**src/rtl/sram_i100_arbiter.sv**
```systemverilog
// Round-robin arbiter sharing the input-feature SRAM between the input loader (writes)
// and the conv engine (reads); range-checks addresses, returns read data and tracks load completion.
module sram_i100_arbiter #(
    parameter int WORD_AMOUNT  = 3136,
    parameter int BIT_PER_WORD = 145,
    parameter int ADDR_W       = $clog2(WORD_AMOUNT)
) (
    input  logic                    clk,
    input  logic                    rst,
    input  logic                    wr_valid,
    output logic                    wr_ready,
    input  logic [ADDR_W-1:0]       wr_addr,
    input  logic [BIT_PER_WORD-1:0] wr_data,
    input  logic                    rd_valid,
    output logic                    rd_ready,
    input  logic [ADDR_W-1:0]       rd_addr,
    input  logic                    rd_last,
    output logic                    rd_rvalid,
    output logic [BIT_PER_WORD-1:0] rd_rdata,
    output logic                    rd_rlast,
    output logic                    addr_err,
    input  logic                    load_clr,
    output logic                    load_done,
    output logic                    sram_we,
    output logic [ADDR_W-1:0]       sram_addr,
    output logic [BIT_PER_WORD-1:0] sram_din,
    output logic                    sram_final_flag,
    input  logic [BIT_PER_WORD-1:0] sram_dout
);

    localparam logic [ADDR_W-1:0] WORD_LIM = ADDR_W'(WORD_AMOUNT);
    localparam logic [ADDR_W-1:0] CNT_ONE  = ADDR_W'(1);

    typedef enum logic {
        SIDE_WRITE = 1'b0,
        SIDE_READ  = 1'b1
    } side_e;

    side_e                    rr_last_r;
    side_e                    rr_last_nxt_s;
    logic                     grant_wr_s;
    logic                     grant_rd_s;
    logic                     rd_rvalid_r;
    logic                     rd_rlast_r;
    logic                     rd_oor_r;
    logic                     addr_err_r;
    logic [ADDR_W-1:0]        wr_cnt_r;
    logic [ADDR_W-1:0]        wr_cnt_inc_s;
    logic                     load_done_r;
    logic                     wr_in_range_s;
    logic                     rd_in_range_s;

    function automatic logic addr_in_range(input logic [ADDR_W-1:0] addr);
        return (addr < WORD_LIM);
    endfunction

    assign wr_in_range_s = addr_in_range(wr_addr);
    assign rd_in_range_s = addr_in_range(rd_addr);
    assign wr_cnt_inc_s  = wr_cnt_r + CNT_ONE;

    // Round-robin state: side granted most recently; READ after reset so write wins first contention
    always_ff @(posedge clk) begin
        if (rst) begin
            rr_last_r <= SIDE_READ;
        end else begin
            rr_last_r <= rr_last_nxt_s;
        end
    end

    // Grant decision and next round-robin side
    always_comb begin
        grant_wr_s    = 1'b0;
        grant_rd_s    = 1'b0;
        rr_last_nxt_s = rr_last_r;
        case ({wr_valid, rd_valid})
            2'b10: grant_wr_s = 1'b1;
            2'b01: grant_rd_s = 1'b1;
            2'b11: begin
                if (rr_last_r == SIDE_READ) begin
                    grant_wr_s = 1'b1;
                end else begin
                    grant_rd_s = 1'b1;
                end
            end
            default: begin
                grant_wr_s = 1'b0;
                grant_rd_s = 1'b0;
            end
        endcase
        if (grant_wr_s) begin
            rr_last_nxt_s = SIDE_WRITE;
        end else if (grant_rd_s) begin
            rr_last_nxt_s = SIDE_READ;
        end else begin
            rr_last_nxt_s = rr_last_r;
        end
    end

    // Handshake and SRAM port muxing; out-of-range writes complete without touching the macro
    always_comb begin
        wr_ready        = 1'b0;
        rd_ready        = 1'b0;
        sram_we         = 1'b0;
        sram_addr       = {ADDR_W{1'b0}};
        sram_din        = {BIT_PER_WORD{1'b0}};
        sram_final_flag = 1'b0;
        if (grant_wr_s) begin
            wr_ready  = 1'b1;
            sram_we   = wr_in_range_s;
            sram_addr = wr_addr;
            sram_din  = wr_data;
        end else if (grant_rd_s) begin
            rd_ready        = 1'b1;
            sram_addr       = rd_addr;
            sram_final_flag = rd_last;
        end else begin
            sram_we = 1'b0;
        end
    end

    // Read response tracking, aligned with the SRAM's one-cycle registered read
    always_ff @(posedge clk) begin
        if (rst) begin
            rd_rvalid_r <= 1'b0;
            rd_rlast_r  <= 1'b0;
            rd_oor_r    <= 1'b0;
            addr_err_r  <= 1'b0;
        end else begin
            rd_rvalid_r <= grant_rd_s;
            rd_rlast_r  <= grant_rd_s & rd_last;
            rd_oor_r    <= grant_rd_s & ~rd_in_range_s;
            addr_err_r  <= (grant_wr_s & ~wr_in_range_s) | (grant_rd_s & ~rd_in_range_s);
        end
    end

    // Load progress: saturating count of in-range writes; clear beats a same-cycle write
    always_ff @(posedge clk) begin
        if (rst) begin
            wr_cnt_r    <= {ADDR_W{1'b0}};
            load_done_r <= 1'b0;
        end else if (load_clr) begin
            wr_cnt_r    <= {ADDR_W{1'b0}};
            load_done_r <= 1'b0;
        end else if (grant_wr_s && wr_in_range_s && (wr_cnt_r != WORD_LIM)) begin
            wr_cnt_r <= wr_cnt_inc_s;
            if (wr_cnt_inc_s == WORD_LIM) begin
                load_done_r <= 1'b1;
            end else begin
                load_done_r <= load_done_r;
            end
        end else begin
            wr_cnt_r    <= wr_cnt_r;
            load_done_r <= load_done_r;
        end
    end

    assign rd_rvalid = rd_rvalid_r;
    assign rd_rlast  = rd_rlast_r;
    assign addr_err  = addr_err_r;
    assign load_done = load_done_r;
    // Out-of-range reads return zeros so the engine sees a clean word
    assign rd_rdata  = (rd_rvalid_r && !rd_oor_r) ? sram_dout : {BIT_PER_WORD{1'b0}};

endmodule

```
**config.mk**
```make
export PLATFORM = sky130hd
export DESIGN_NAME = sram_i100_arbiter
export DESIGN_NICKNAME = d
export VERILOG_FILES = /design/src/rtl/sram_i100_arbiter.sv
export SDC_FILE = /design/constraint.sdc
export NUM_CORES = 1
export LEC_CHECK = 0
export BUFFER_PORTS_ARGS = -buffer_cell sky130_fd_sc_hd__buf_2
export CORE_AREA = 2 2 249 251
export DETAILED_ROUTE_END_ITERATION = 16
export DIE_AREA = 0 0 251 253
export GPL_ROUTABILITY_DRIVEN = 0
export GPL_TIMING_DRIVEN = 0
export HOLD_SLACK_MARGIN = 0.06
export RECOVER_POWER = 100
export SYNTH_ARGS = -nofsm -noshare
export SYNTH_HDL_FRONTEND = slang
export SYNTH_SLANG_ARGS = --single-unit
```
**constraint.sdc**
```tcl
create_clock -name clk -period 1.7 [get_ports clk]
set_input_delay 0.17 -clock clk [delete_from_list [all_inputs] [get_ports clk]]
set_output_delay 0.17 -clock clk [all_outputs]
set_load 0.02 [all_outputs]
```
* Word-level counts from Yosys, hierarchy flattened *
Cells that the tools add are included.

word-level totals
  input bits = 320
  register bits after elaboration = 18

cells by class
  muxes and demuxes = 16
  bitwise operators = 6
  $lt $le $gt $ge = 2
  eq/ne operators = 5
  add/sub/neg operators = 1
  reductions and logical operators = 7

operators by type and width
  operator                                        number
  two-way mux 145 bit                             2
  < comparator 12 bit (second input constant)     2
  two-way mux 12 bit                              2
  adder 12 x 1 -> 12 bit (second input constant)  1
  == test 12 bit (second input constant)          1
  != test 12 bit (second input constant)          1
  two-way mux 1 bit                               10
  == test 2 bit (second input constant)           2
  case mux 1 bit (2 select lines)                 2
  bitwise AND 1 bit                               3
  logical AND 1 bit                               3
  == test 2 x 1 -> 1 bit (second input constant)  1
  NOT 1 bit                                       2
  AND reduction 2 bit                             1
  nonzero test 2 bit                              1
  OR reduction 2 bit                              1
  zero test 1 bit                                 1
  OR 1 bit                                        1

* Longest topological paths before layout *
Gate-level depths: netlist (run 1).

  depth in word-level cells = 5
  gate-level depth with buffers = 7
  depth with buffers taken out = 6

* Least setup slack after synthesis (run 1) *
OpenSTA, ideal clock, no wires.

  path type = register -> output
  start point = register rd_rvalid_r (netlist: rd_rvalid)
  end point = output port rd_rdata[100]
  arrival = 1.530 ns
  data required time = 1.530 ns
  slack = 0.000 ns
  buffers on the path = 3
  stages on the path, launching flop included = 6
  cells stage by stage = dfxtp_1 -> nor2b_1 -> clkbuf_1 -> clkbuf_1 -> clkbuf_1 -> and2_1

on the way
  longest elaborated chain between the ends = 2

ends and longest elaborated chain
  element                   line  text
  start: declaration        43    logic rd_rvalid_r;
  start signal: assignment  129   rd_rvalid_r <= grant_rd_s;
  logical AND 1 bit         162   assign rd_rdata = (rd_rvalid_r && !rd_oor_r) ? sram_dout : {BIT_PER_WORD{1'b0}};
  two-way mux 145 bit       162
  end: declaration          19    output logic [BIT_PER_WORD-1:0] rd_rdata,

Every way passes these cells.

* Worst setup path after layout (run 1) *
  start point = register rr_last_r
  end point = output port sram_din[131]

on the way
  longest elaborated chain between the ends = 3

ends and longest elaborated chain
  element                          line  text
  start: declaration               39    side_e rr_last_r;
  start signal: assignment         66    rr_last_r <= rr_last_nxt_s;
  two-way mux 1 bit                79    if (rr_last_r == SIDE_READ) begin
  case mux 1 bit (2 select lines)  75    case ({wr_valid, rd_valid})
  two-way mux 145 bit              107   if (grant_wr_s) begin
  end: declaration                 26    output logic [BIT_PER_WORD-1:0] sram_din,

Every way passes these cells.

==> flow_summary.toml, run 1 <==
[cts]
cts-root-buf = "clkbuf_16"
clkTransAtPathRegs_ps = 60
hold_buffers = 0
cts_inserted_buffers = 3
ctsLongestPathBuffers = 2
clkSinkCount = 18
h-tree-depth = 1
clock_latency_ps = 260
cts_tree = "yes"

[sta]
hold_violations = 0
finalMaxSlewViolations = 0
fmax_mhz = 588
tightest_slew_ps = 491
min_period_over_period = 1.00
skew_ps = 11.0
hold_slack_ps = 199
finalSetupViolations = 0
slew_headroom = 0.673
grt_setup_unrepaired = "true"
finalCriticalPeriod_ps = 1700

[global_route]
grt_pass1_vias = 5802
grt_overflow_total = 0
grt_util_all_layers = 0.112
grt_pass1_wl_mm = 48.0
antenna_found_initial = 55
grt_start_max_net_pins = 11

[logic_synthesis]
ys_types = 40
synth_compound_area_frac = 0.0261
synth_area_leaders = "and2_1 29%, and3_1 29%, dfxtp_1 11%"
yosysTopAreaCell = "and2_1"
netlist_area_um2 = 3160
synth-seq-cells = 18
synth_edf_count = 0
synth_cells = 490
synthSimpleGateAreaFrac = 0.737
muxShareOfSynthArea = 0
synth_top_area_share = 0.289
syn_area_per_cell_um2 = 6.46
synth_top_family_by_area = "simple AND/OR/NAND/NOR gates"
ys_warn_count = 0
synthXorXnorAreaFrac = 0.0332
ys.flop_type = "dfxtp_1"
synthAdderAreaFrac = 0.00791
syn_nets = 812
ys_seq_area_frac = 0.114
async_reset_ff_frac = 0

[finish]
layout.nets = 1461
final_cells = 1935
layout_common_cells = "475 x buf_2, 116 x and2_1, 113 x and3_1"
layout-drive-gt1-share = 0.684
final_core_util = 0.145
mostFrequentLayoutCell = "buf_2"
synthToLayoutAreaGrowth_pct = 180

[critical_path]
rr_startpoint = "wr_cnt_r[5]"
critPathArrivalTime_ps = 1530
critPathRequiredTime_ps = 1530
worstSetupEndpointType = "output pin"
crit_path_start = "rr_last_r"
worstPathMaxFanout = 10
criticalPathCategory = "reg2out"
start_kind = "flop"

[pwr]
vdd_ir_drop_max_mv = 0.307
p_leak_nw = 4.95
p_per_area_nw_per_um2 = 346

[drt]
ant_nets = 0
routedWlPerCell_um = 20.2
wl_mm = 39.1
drtIter0Drc = 298
via_per_inst = 3.36
drcViolationCount = 0
vias = 6499
drtPass1Iterations = 4

[place]
hpwl_mm = 34.6
dp_cells = 1909
place.port_buffers = 629

[flow_run]
maxCapViolCount = 0

[worst_hold_path]
hold_path.class = "in2reg"
hp-start = "rd_addr[11]"

[floorplanning]
die_height_um = 253
die_w_um = 251
rows = 91
dieArea_um2 = 63500
io_pins = 630
start_util = 0.0518
placeableCoreArea_um2 = 61000

[run_status]
status = "finished, final reports clean"
-- power breakdown --
part	switching [mW]	internal, mW
registers	0.00488	0.430
clock network	0.175	0.310
logic	1.16	0.983
total	1.34	1.72
-- critical path, cell delays in order (launching register included) --
cell and delay, ps:
dfxtp_2 320, nand2b_4 220, clkbuf_16 210, clkbuf_8 160, and3_1 200, buf_4 160
-- metrics by stage --
stage	power (mW)	TNS [ps]	setup WS, ps	area, um^2
2_1_floorplan	1.29	0	48.6	3160
3_3_place_gp	2.22	-148250	-1060	7300
3_5_place_dp	2.21	-154220	-1100	7300
4_1_cts	2.92	-14.4	-3.35	8120
5_1_grt	3.24	-3140	-59.2	8850
6_report	3.06	0	0.625	8850
-- synth_stat cells (2+ instances only) --
master and count:
and2_1 146, and3_1 146, clkbuf_1 50, nand2_1 33
dfxtp_1 18, nor2_1 13, nand3_1 12, xnor2_1 11
inv_1 7, nor3_1 4, nor4_1 4, a21oi_1 3
buf_1 3, nand4_1 3, nor2b_1 3, nor3b_1 3
nor4_2 3, buf_6 2, ha_1 2, nand2b_1 2
nor4_4 2, o21ai_0 2
-- what timing repair did --
| action | in CTS | in global routing |
|---|---|---|
| endpoints found under the setup margin | 308 | 253 |
| pin swaps | 2 | 3 |
| endpoints found under the hold margin | 0 | 0 |
| buffers inserted | 5 | 4 |
| gates resized for setup | 204 | 223 |
| gates cloned | 3 | 3 |
-- metal layers --
| metal | wire, um | GRT usage | vias up | share of wire |
|---|---|---|---|---|
| met4 | 2160 | 0.0396 | 12 | 0.055 |
| met3 | 4200 | 0.0399 | 132 | 0.11 |
| met2 | 18200 | 0.196 | 541 | 0.47 |
| met5 | 78 | 0 | - | 0.0020 |
| li1 | - | - | 2947 | - |
| met1 | 14500 | 0.124 | 2867 | 0.37 |
-- registers in the layout, indices dropped and copies added (netlist names) --
register,count
rr_last_r,1
addr_err,1
rd_rlast,1
load_done,1
rd_rvalid,1
wr_cnt_r,12
rd_oor_r,1
-- cells by family after synthesis --
logic type | Yosys count
AO/OA/AOI/OAI | 11
XOR/XNOR | 12
adder cells (fa/ha/maj) | 2
buffers and inverters | 64
flip-flops | 18
AND/OR/NAND/NOR | 383
-- worst paths after layout --
check                                endpoint  slack (ps)  cells after the start
worst max register to register      load_done          30                      5
worst min-delay path                 rd_oor_r         200                      3
worst min register to register      rr_last_r         470                      2
worst max-delay path            sram_din[131]         0.6                      5
-- final cells by class --
cell class | instances | area (um^2)
diodes | 8 | 20.0
flip-flops and latches | 18 | 368
well taps | 790 | 988
repair buffers | 644 | 3890
plain buffers | 57 | 591
inverters | 7 | 28.8
fillers | 7055 | 52200
multi-input cells | 408 | 2890
clock buffers | 3 | 75.1
No activity file was read; power rests on OpenSTA's default activity.
==> run 2: changes to the inputs <==
--- a/config.mk
+++ b/config.mk
@@ -5,7 +5,7 @@
 export SDC_FILE = /design/constraint.sdc
 export NUM_CORES = 1
 export LEC_CHECK = 0
-export BUFFER_PORTS_ARGS = -buffer_cell sky130_fd_sc_hd__buf_2
+export BUFFER_PORTS_ARGS = -buffer_cell sky130_fd_sc_hd__buf_4
 export CORE_AREA = 2 2 249 251
 export DETAILED_ROUTE_END_ITERATION = 16
 export DIE_AREA = 0 0 251 253
==> flow_summary.toml, run 2 (synthesized netlist as in run 1, its figures left out) <==
[run_status]
status = "finished, final reports clean"

[drt]
drcViolationCount = 0
ant_nets = 0
drtPass1Iterations = 4
routedWlPerCell_um = 20.5
drtIter0Drc = 306
via_per_inst = 3.27
wl_mm = 39.6
vias = 6309

[finish]
layout_common_cells = "535 x buf_4, 122 x and3_1, 106 x and2_1"
multiInputGateArea_um2 = 2780
fin_area_um2 = 9580
fill_cells = 7040
layout-drive-gt1-share = 0.655
mostFrequentLayoutCell = "buf_4"
seq_area_um2 = 364
top_register = "wr_cnt_r"
synthToLayoutAreaGrowth_pct = 203
largest_reg_flops = 12
layout.nets = 1456

[sta]
slew_headroom = 0.668
finalSetupViolations = 0
hold_slack_ps = 166
grt_setup_unrepaired = "true"
fmax_mhz = 591
tightest_slew_ps = 497
finalCriticalPeriod_ps = 1690
setup_ws_ps = 9.13
hold_violations = 0
finalMaxSlewViolations = 0
skew_ps = 7.37
min_period_over_period = 0.995

[cts]
hold_buffers = 0
cts_tree = "yes"
cts-root-buf = "clkbuf_16"
cts_inserted_buffers = 3
clock_latency_ps = 260
clkTransAtPathRegs_ps = 60
clkSinkCount = 18
ctsLongestPathBuffers = 2
h-tree-depth = 1

[critical_path]
critPathTopFamily = "simple AND/OR/NAND/NOR gates"
worstSetupEndpointType = "flop"
worstPathMaxFanout = 5
start_kind = "flop"
cp.buffers_inverters = 1
critPathArrivalTime_ps = 1810
critPathMaxStageDelay_ps = 430
criticalPathCategory = "reg2reg"
cp_cell_sequence = "nor4bb_1 > and4_4 > clkbuf_2 > nor3b_1 > xnor2_1 > nor2_1"
critPathRequiredTime_ps = 1820
cp_slowest_cell = "dfxtp_1"

[floorplanning]
dieArea_um2 = 63500
placeableCoreArea_um2 = 61000
die_w_um = 251
start_util = 0.0518
rows = 91
die_height_um = 253
io_pins = 630

[place]
hpwl_mm = 35.4
dpl_cell_area_um2 = 8870
dp_slack_ps = -1060
place.port_buffers = 629

[global_route]
grt_overflow_total = 0
grt_util_all_layers = 0.115
grt_pass1_wl_mm = 49.9
grt_start_max_net_pins = 11
grt_pass1_vias = 6030
antenna_found_initial = 22

[pwr]
p_leak_nw = 5.10
vdd_ir_drop_max_mv = 0.325
p_total_mw = 3.32
p_per_area_nw_per_um2 = 346

[flow_run]
maxCapViolCount = 0

[worst_hold_path]
hold_path.class = "in2reg"
==> run 2: changes by cell type in the layout (fill, tap and decap cells not counted), moves of 10 or more <==
cell | previous run | this run
buf_4 | 107 | 535
clkbuf_2 | 10 | 41
and2_1 | 116 | 106
and2_0 | 0 | 20
buf_6 | 66 | 52
and2_4 | 30 | 20
buf_2 | 475 | 29
==> run 2: report_power, final <==
part | switching (mW) | internal, mW | leakage (nW) | total (mW)
registers | 0.00473 | 0.429 | 0.147 | 0.434
logic | 1.16 | 1.18 | 4.91 | 2.34
clock network | 0.188 | 0.359 | 0.0442 | 0.547
total | 1.35 | 1.97 | 5.10 | 3.32
==> run 2: final timing paths <==
path | start | cells after the start | to | slack (ps)
setup / recovery | wr_cnt_r[10] | 6 | wr_cnt_r[2] | 9
hold / removal | rst | 2 | rd_rvalid | 170
setup reg to reg | wr_cnt_r[10] | 6 | wr_cnt_r[2] | 9
hold reg to reg | rr_last_r | 2 | rr_last_r | 470
==> run 2: final cells by class <==
cell class | instances | share of cell area
diodes | 5 | 0.00131
plain buffers | 56 | 0.0512
clock buffers | 4 | 0.00927
inverters | 7 | 0.00300
multi-input cells | 408 | 0.290
flip-flops and latches | 18 | 0.0380
well taps | 790 | 0.103
repair buffers | 640 | 0.504
==> run 2: worst register-to-register path, stage by stage (launching register included) <==
cell,delay (ps)
dfxtp_1,430
nor4bb_1,370
and4_4,310
clkbuf_2,190
nor3b_1,80
xnor2_1,130
nor2_1,50
==> run 2: per-stage QoR <==
step | TNS, ps | instances | util
floorplan | 0 | 490 | -
global placement | -140290 | 1909 | 0.145
detailed placement | -144580 | 1909 | 0.145
CTS | -57.5 | 1919 | 0.155
global route | -3380 | 1926 | 0.157
finish | 0 | 1928 | 0.157
==> run 2: timing repair <==
action,CTS,global route
pin swaps,0,9
resized for setup,125,113
setup endpoints to repair,315,246
setup buffers,5,1
gates cloned,1,4
==> run 2: metal layers <==
metal	up-vias	share of wire	GRT usage
li1	2930	-	-
met1	2865	0.37	0.126
met2	450	0.49	0.207
met3	56	0.11	0.0466
met4	8	0.028	0.0216
met5	-	0.0014	0
==> run 3: changes to the inputs <==
--- a/config.mk
+++ b/config.mk
@@ -13,6 +13,7 @@
 export GPL_TIMING_DRIVEN = 0
 export HOLD_SLACK_MARGIN = 0.06
 export RECOVER_POWER = 100
+export SETUP_SLACK_MARGIN = 0.05
 export SYNTH_ARGS = -nofsm -noshare
 export SYNTH_HDL_FRONTEND = slang
 export SYNTH_SLANG_ARGS = --single-unit
==> flow_summary.toml, run 3 (synthesized netlist as in run 1, its figures left out) <==
[drt]
wl_mm = 44.4
vias = 6742
drcViolationCount = 0
drtPass1Iterations = 4
drtIter0Drc = 269
routedWlPerCell_um = 22.4
via_per_inst = 3.41
ant_nets = 0

[global_route]
antenna_found_initial = 16
grt_start_max_net_pins = 11
grt_pass1_wl_mm = 55.9
grt_overflow_total = 0
grt_pass1_vias = 6706
grt_util_all_layers = 0.129
met1_usage = 0.141
grtUsageMet3 = 0.0442
grtUsageMet2 = 0.224
grt.busiest_layer = "met2"

[worst_hold_path]
hold_path.class = "in2reg"
whs_path_depth = 2

[cts]
clkTransAtPathRegs_ps = 70
clock_latency_ps = 280
h-tree-depth = 1
cts_tree = "yes"
cts-root-buf = "clkbuf_16"
ctsLongestPathBuffers = 2
cts_inserted_buffers = 3
clkSinkCount = 18

[finish]
multiInputGateArea_um2 = 3960
layout-drive-gt1-share = 0.903
seq_area_um2 = 380
final_cells = 1978
layout_common_cells = "361 x buf_4, 273 x buf_6, 144 x and3_4"
synthToLayoutAreaGrowth_pct = 310
fill_cells = 6616
largest_reg_flops = 12
final_core_util = 0.212
layout.nets = 1504
top_register = "wr_cnt_r"
fin_area_um2 = 13000
mostFrequentLayoutCell = "buf_4"

[floorplanning]
die_w_um = 251
io_pins = 630
rows = 91
start_util = 0.0518
die_height_um = 253
dieArea_um2 = 63500
placeableCoreArea_um2 = 61000

[critical_path]
critPathMaxStageDelay_ps = 380
start_kind = "flop"
path_common_cell = "clkbuf_16"
critPathTopFamily = "buffers and inverters"
cp.buffers_inverters = 4
worstSetupEndpointType = "output pin"
critPathRequiredTime_ps = 1530
criticalPathCategory = "reg2out"
critPathArrivalTime_ps = 1680
crit_cells = 6
worstPathMaxFanout = 6
cp_cell_sequence = "nor2b_4 > clkbuf_16 > clkbuf_16 > clkbuf_16 > and2_4 > buf_6"
r2r_cells = 9
cp_slowest_cell = "dfxtp_4"

[sta]
fmax_mhz = 541
finalMaxSlewViolations = 0
finalCriticalPeriod_ps = 1850
setup_ws_ps = -148
skew_ps = 16.2
finalSetupViolations = 197
min_period_over_period = 1.09
tns_ps = -10090
slew_headroom = 0.369
hold_violations = 0
tightest_slew_ps = 947
grt_setup_unrepaired = "true"

[place]
dpl_cell_area_um2 = 8880
dp_slack_ps = -1160
place.port_buffers = 629
dp_cells = 1909
hpwl_mm = 34.5

[flow_run]
maxCapViolCount = 0

[run_status]
status = "complete, but fails checks"
violations = "setup timing"

[pwr]
p_leak_nw = 6.05
p_per_area_nw_per_um2 = 335
vdd_ir_drop_max_mv = 0.323
run 3: changes by cell type in the layout (fill, tap and decap cells not counted), moves of 28 or more:
cell,change
buf_6,+221
and3_1,-120
buf_2,-29
buf_8,+34
and2_4,+94
clkbuf_2,-28
buf_4,-174
and3_4,+120
and2_1,-74
run 3: final timing paths:
path,from,end,slack (ps)
worst max-delay path,rd_rvalid,rd_rdata[124],-150
worst min register to register,rr_last_r,rr_last_r,460
worst min-delay path,rst,rd_rvalid,130
worst max register to register,rr_last_r,wr_cnt_r[11],10
run 3: power by group:
group	switching (mW)	internal (mW)	total, mW
combinational	1.47	1.86	3.33
clock	0.228	0.361	0.589
sequential	0.00621	0.424	0.430
run 3: final cells by class:
class,count,area share
multi-input combinational,408,0.305
inverter,7,0.00319
clock buffer,4,0.00685
sequential,18,0.0293
timing repair buffer,688,0.518
buffer,56,0.0596
antenna,7,0.00135
tap,790,0.0763
run 3: timing repair:
item	in CTS	in global routing
cloned	33	3
endpoints found under the setup margin	319	319
hold buffers	0	0
setup buffers	20	12
gates resized for setup	672	194
pin swaps	192	111
run 3: stage by stage:
step	total power [mW]	hold slack, ps
5_1_grt	4.53	128
6_report	4.35	129
3_3_place_gp	2.69	430
3_5_place_dp	2.69	430
2_1_floorplan	1.29	242
4_1_cts	4.22	121
run 3: routing by layer:
metal	part of all wire	up-vias
li1	-	3058
met1	0.36	3144
met2	0.50	465
met3	0.092	73
met4	0.046	2
met5	0.00029	-
